[config.mk]
export PLATFORM = sky130hd
export DESIGN_NAME = pixel_fifo
export DESIGN_NICKNAME = d
export VERILOG_FILES = /design/src/rtl/pixel_fifo_pkg.sv /design/src/rtl/pixel_fifo_mem.sv /design/src/rtl/pixel_fifo.sv
export SDC_FILE = /design/constraint.sdc
export NUM_CORES = 2
export LEC_CHECK = 0
export CORE_MARGIN = 2
export CORE_UTILIZATION = 60
export CTS_BUF_LIST = sky130_fd_sc_hd__clkbuf_4 sky130_fd_sc_hd__clkbuf_8
export CTS_CLUSTER_SIZE = 40
export DETAILED_ROUTE_END_ITERATION = 8
export HOLD_SLACK_MARGIN = 0.05
export PLACE_DENSITY = 0.77
export SETUP_SLACK_MARGIN = 0.15
export SLEW_MARGIN = 25
export SYNTH_ARGS = -nofsm -noshare
export SYNTH_HDL_FRONTEND = slang
export SYNTH_SLANG_ARGS = --single-unit
[constraint.sdc]
create_clock -name clk -period 36 [get_ports clk]
set_clock_uncertainty 0.1 [all_clocks]
set_input_delay 5.4 -clock clk [delete_from_list [all_inputs] [get_ports clk]]
set_output_delay 5.4 -clock clk [all_outputs]
set_load 0.01 [all_outputs]
[src/rtl/pixel_fifo_pkg.sv]
// Shared width helpers for the pixel FIFO and the line-buffer controller.
package pixel_fifo_pkg;

    // Bits in one pixel: every channel sample packed side by side.
    function automatic int unsigned pixel_width(input int unsigned data_width,
                                                input int unsigned in_channel);
        return data_width * in_channel;
    endfunction

    function automatic int unsigned ptr_width(input int unsigned depth);
        return (depth > 1) ? $clog2(depth) : 1;
    endfunction

    // One extra bit so occupancy can represent DEPTH itself.
    function automatic int unsigned cnt_width(input int unsigned depth);
        return ptr_width(depth) + 1;
    endfunction

endpackage

[src/rtl/pixel_fifo_mem.sv]
// Pixel FIFO storage: simple dual-port, synchronous write, asynchronous read.
module pixel_fifo_mem
    import pixel_fifo_pkg::*;
#(
    parameter  int unsigned WIDTH = 256,
    parameter  int unsigned DEPTH = 16,
    localparam int unsigned AW    = ptr_width(DEPTH)
) (
    input  logic             clk,
    input  logic             wr_en,
    input  logic [AW-1:0]    wr_addr,
    input  logic [WIDTH-1:0] wr_data,
    input  logic [AW-1:0]    rd_addr,
    output logic [WIDTH-1:0] rd_data
);

    // No reset on the array so it maps onto distributed RAM.
    logic [WIDTH-1:0] mem [DEPTH];

    always_ff @(posedge clk) begin
        if (wr_en) begin
            mem[wr_addr] <= wr_data;
        end
    end

    assign rd_data = mem[rd_addr];

endmodule

[src/rtl/pixel_fifo.sv]
// First-word fall-through pixel FIFO between an upstream layer and the line-buffer controller.
// Optional sticky overflow/underflow outputs are built when PIXEL_FIFO_ERR_FLAGS_EN is defined.
module pixel_fifo
    import pixel_fifo_pkg::*;
#(
    parameter  int unsigned DATA_WIDTH  = 16,
    parameter  int unsigned IN_CHANNEL  = 16,
    parameter  int unsigned DEPTH       = 16,
    parameter  int unsigned AF_MARGIN   = 4,
    localparam int unsigned PIXEL_WIDTH = pixel_width(DATA_WIDTH, IN_CHANNEL),
    localparam int unsigned PTR_WIDTH   = ptr_width(DEPTH),
    localparam int unsigned CNT_WIDTH   = cnt_width(DEPTH)
) (
    input  logic                   clk,
    input  logic                   rst_n,
    input  logic                   wr_en,
    input  logic [PIXEL_WIDTH-1:0] wr_data,
    input  logic                   rd_en,
    output logic [PIXEL_WIDTH-1:0] rd_data,
    output logic                   o_valid,
    output logic                   almost_full,
    output logic                   full,
    output logic [CNT_WIDTH-1:0]   count
`ifdef PIXEL_FIFO_ERR_FLAGS_EN
    ,
    output logic                   overflow,
    output logic                   underflow
`endif
);

    logic [PTR_WIDTH-1:0] wr_ptr;
    logic [PTR_WIDTH-1:0] rd_ptr;
    logic                 push;
    logic                 pop;

    // Status decodes come only from the registered count.
    assign o_valid     = (count != '0);
    assign full        = (count == CNT_WIDTH'(DEPTH));
    assign almost_full = (count >= CNT_WIDTH'(DEPTH - AF_MARGIN));

    // A pop frees the head slot, so a full FIFO can accept a simultaneous push.
    assign pop  = rd_en & o_valid;
    assign push = wr_en & (~full | pop);

    // Pointers wrap naturally because DEPTH is a power of two.
    always_ff @(posedge clk or negedge rst_n) begin
        if (!rst_n) begin
            wr_ptr <= '0;
            rd_ptr <= '0;
            count  <= '0;
        end else begin
            if (push) begin
                wr_ptr <= wr_ptr + PTR_WIDTH'(1);
            end
            if (pop) begin
                rd_ptr <= rd_ptr + PTR_WIDTH'(1);
            end
            case ({push, pop})
                2'b10:   count <= count + CNT_WIDTH'(1);
                2'b01:   count <= count - CNT_WIDTH'(1);
                default: count <= count;
            endcase
        end
    end

`ifdef PIXEL_FIFO_ERR_FLAGS_EN
    // Sticky error flags; only reset clears them.
    always_ff @(posedge clk or negedge rst_n) begin
        if (!rst_n) begin
            overflow  <= 1'b0;
            underflow <= 1'b0;
        end else begin
            if (wr_en && !push) begin
                overflow <= 1'b1;
            end
            if (rd_en && !pop) begin
                underflow <= 1'b1;
            end
        end
    end
`endif

    pixel_fifo_mem #(
        .WIDTH (PIXEL_WIDTH),
        .DEPTH (DEPTH)
    ) u_mem (
        .clk     (clk),
        .wr_en   (push),
        .wr_addr (wr_ptr),
        .wr_data (wr_data),
        .rd_addr (rd_ptr),
        .rd_data (rd_data)
    );

endmodule

==> flow_summary.toml <==
[run_status]
status = "finished, final reports clean"

[die]
die_y_um = 509.5
die_area_um2 = 259600
ios = 524
initial_utilization = 0.6032
coreArea_um2 = 254200
dieWidth_um = 509.5
core.rowCount = 185

[global_route]
grt_pass1_wl_mm = 514.0
grt_pass1_vias = 75770
antenna_found_initial = 82
grt_use_total = 0.2756
overflow = 0
grt_max_degree = 165

[yosys]
syn_area_um2 = 153300
synth_area_leader_cell = "edfxtp_1"
syn_inst = 6338
syn_nets = 6607
synth_seq_cells = 4109
syn_area_per_cell_um2 = 24.19
synth_cell_types = 38
ys_seq_area_frac = 0.8044
synth-edff-count = 4096
synthTopCellsByArea = "edfxtp_1 80%, mux4_2 15%, a22oi_1 2.0%, nand2_1 0.53%, buf_2 0.41%"
synthTopCellsByCount = "4096 x edfxtp_1, 1024 x mux4_2, 418 x a22oi_1"
yosys.area.top_type_share = 0.8022
synthArstFlopShare = 0.003164
synth_ff_type = "edfxtp_1"
synth_most_common_cell = "edfxtp_1"
yosys_warnings = 0

[routing]
ant_nets = 0
drcViolationCount = 0
dr.pass1.iters = 6
vias = 73600
vias_per_cell = 6.587
drt-initial-drc-count = 9915
wl_per_cell_um = 31.97
wirelength_mm = 357.2

[timing]
tns_ns = 0
hold_viol_final = 0
period_share = 0.3825
setup_viol = 0
finalCriticalPeriod_ns = 13.77
timing.fmax_mhz = 72.63
tightest_slew_ns = 1.095
relSlewSlack = 0.2697
setup_slack_ns = 22.23
rsz0062_at_grt = "no"
finalMaxSlewViolations = 0

[worst_setup_path]
r2r-end = "u_mem.mem[9][146]"
cp_max_fo = 67
ff2ff_setup_slack_ns = 30.31
r2r-start = "count[0]"
crit_required_ns = 30.50
end_kind = "output port"
crit_type = "reg -> out"
cp-start-kind = "flip-flop"
cp.arrival_ns = 8.27
reg2regPathDepth = 7

[clock_tree]
cts-root-buf = "clkbuf_8"
post-cts-setup-buffers = 0
cts-hold-fix-buffers = 0
cts_sinks = 4109
cts_tree = "built"
cts_made_buffers = 643
clkLatencyLatePin_ns = 1.11
post_cts_resized = 0
clkTransAtPathRegs_ns = 0.06
clk_path_buf_depth = 4
htree_levels = 6

[layout]
nets = 7579
syn_to_final_growth_pct = 14.14
drive_gt1_frac = 0.2813
fillers = 14740
final_util = 0.6885

[pwr]
power_density_nw_per_um2 = 79.65
ir_worst_vdd_v = 0.00008761
p_leak_nw = 55.14

[place]
pre_cts_ws_ns = 23.11
hpwl_mm = 179.4
place.gp.congestion = 0.7505
port_buffers = 523

[flow_run]
maxCapViolCount = 0

[min_path]
hold_end = "wr_ptr[3]"
hold_class = "reg -> reg"
hold_start = "wr_ptr[1]"
worstHoldPathCells = 2
[worst max-delay path, cell delays in order (launching register included)]
cell	delay, ns
dfrtp_4	0.93
buf_4	0.79
buf_4	0.69
buf_4	0.66
buf_12	0.46
buf_16	0.45
buf_4	0.69
buf_4	0.64
mux4_2	0.59
a22oi_1	0.25
nand2_1	0.20
clkdlybuf4s50_1	0.54
[report_power, final]
group	internal (mW)	switching, mW	total, mW
clock	1.97	1.75	3.71
sequential	5.76	0.133	5.89
combinational	1.94	2.40	4.34
[cell families (layout without fill, tap and decap cells)]
| group | Yosys count | count (layout) | synth area share |
|---|---|---|---|
| AND/OR/NAND/NOR | 311 | 311 | 0.008210 |
| AO/OA/AOI/OAI | 522 | 522 | 0.02493 |
| buffers and inverters | 348 | 1780 | 0.01035 |
| flip-flops | 4109 | 4109 | 0.8044 |
| multiplexers | 1030 | 1030 | 0.1509 |
| adder cells (fa/ha/maj) | 9 | 9 | 0.0007835 |
| other | 0 | 37 | 0 |
| XOR/XNOR | 9 | 9 | 0.0005141 |
[through the flow]
| step | hold slack [ns] | power [mW] | std cells | cell area (um^2) |
|---|---|---|---|---|
| global route | 0.5731 | 14.46 | 11150 | 174900 |
| floorplan | 0.4730 | 8.745 | 6338 | 153300 |
| global placement | 0.4890 | 10.26 | 10020 | 162600 |
| CTS | 0.5274 | 14.02 | 11130 | 174700 |
| detailed placement | 0.5181 | 10.33 | 10020 | 162700 |
| finish | 0.5233 | 13.94 | 11170 | 175000 |
[layout make-up]
type | instances | area (um^2) | share of cell area
Sequential cell | 4109 | 123300 | 0.7048
Inverter | 4 | 15.01 | 0.00008580
Multi-Input combinational cell | 1881 | 28580 | 0.1633
Tap cell | 3366 | 4212 | 0.02407
Clock inverter | 235 | 1394 | 0.007965
Timing Repair Buffer | 671 | 6759 | 0.03862
Clock buffer | 870 | 10610 | 0.06063
Antenna cell | 37 | 92.59 | 0.0005291
[registers in the layout (all words and copies together) (netlist names)]
| name | flops |
|---|---|
| wr_ptr | 4 |
| u_mem.mem | 4096 |
| count | 5 |
| rd_ptr | 4 |
[how the worst max path moves through the flow]
| stage | to | start | cells past startpoint |
|---|---|---|---|
| CTS | rd_data[229] | rd_ptr[0] | 10 |
| detailed placement | rd_data[229] | rd_ptr[0] | 10 |
| global placement | rd_data[229] | rd_ptr[0] | 10 |
| finish | rd_data[229] | rd_ptr[0] | 11 |
| global route | rd_data[229] | rd_ptr[0] | 11 |
| floorplan | u_mem.mem[3][0] | rd_en | 4 |
[layer usage]
layer / vias to the layer above / GRT usage / wire length [um]
met5: - / 0 / 597
met4: 94 / 0.08313 / 9313
met3: 707 / 0.07479 / 38720
met2: 4184 / 0.4401 / 176600
met1: 39100 / 0.3790 / 132000
li1: 29510 / - / -
[cell usage in the layout (no fill, tap or decap), types with 8 or more instances in the layout]
cell type / count
clkinvlp_4: 14
clkbuf_4: 218
a22oi_1: 418
inv_6: 10
clkdlybuf4s50_1: 523
nand2_1: 216
edfxtp_1: 4096
inv_8: 11
dfrtp_1: 9
clkinv_2: 54
clkinv_1: 133
clkbuf_8: 652
o22ai_1: 94
diode_2: 37
ha_1: 8
nor2_4: 14
mux4_2: 1024
nor2_1: 50
buf_4: 115
buf_12: 20
Power figures use the tool's default switching activity.
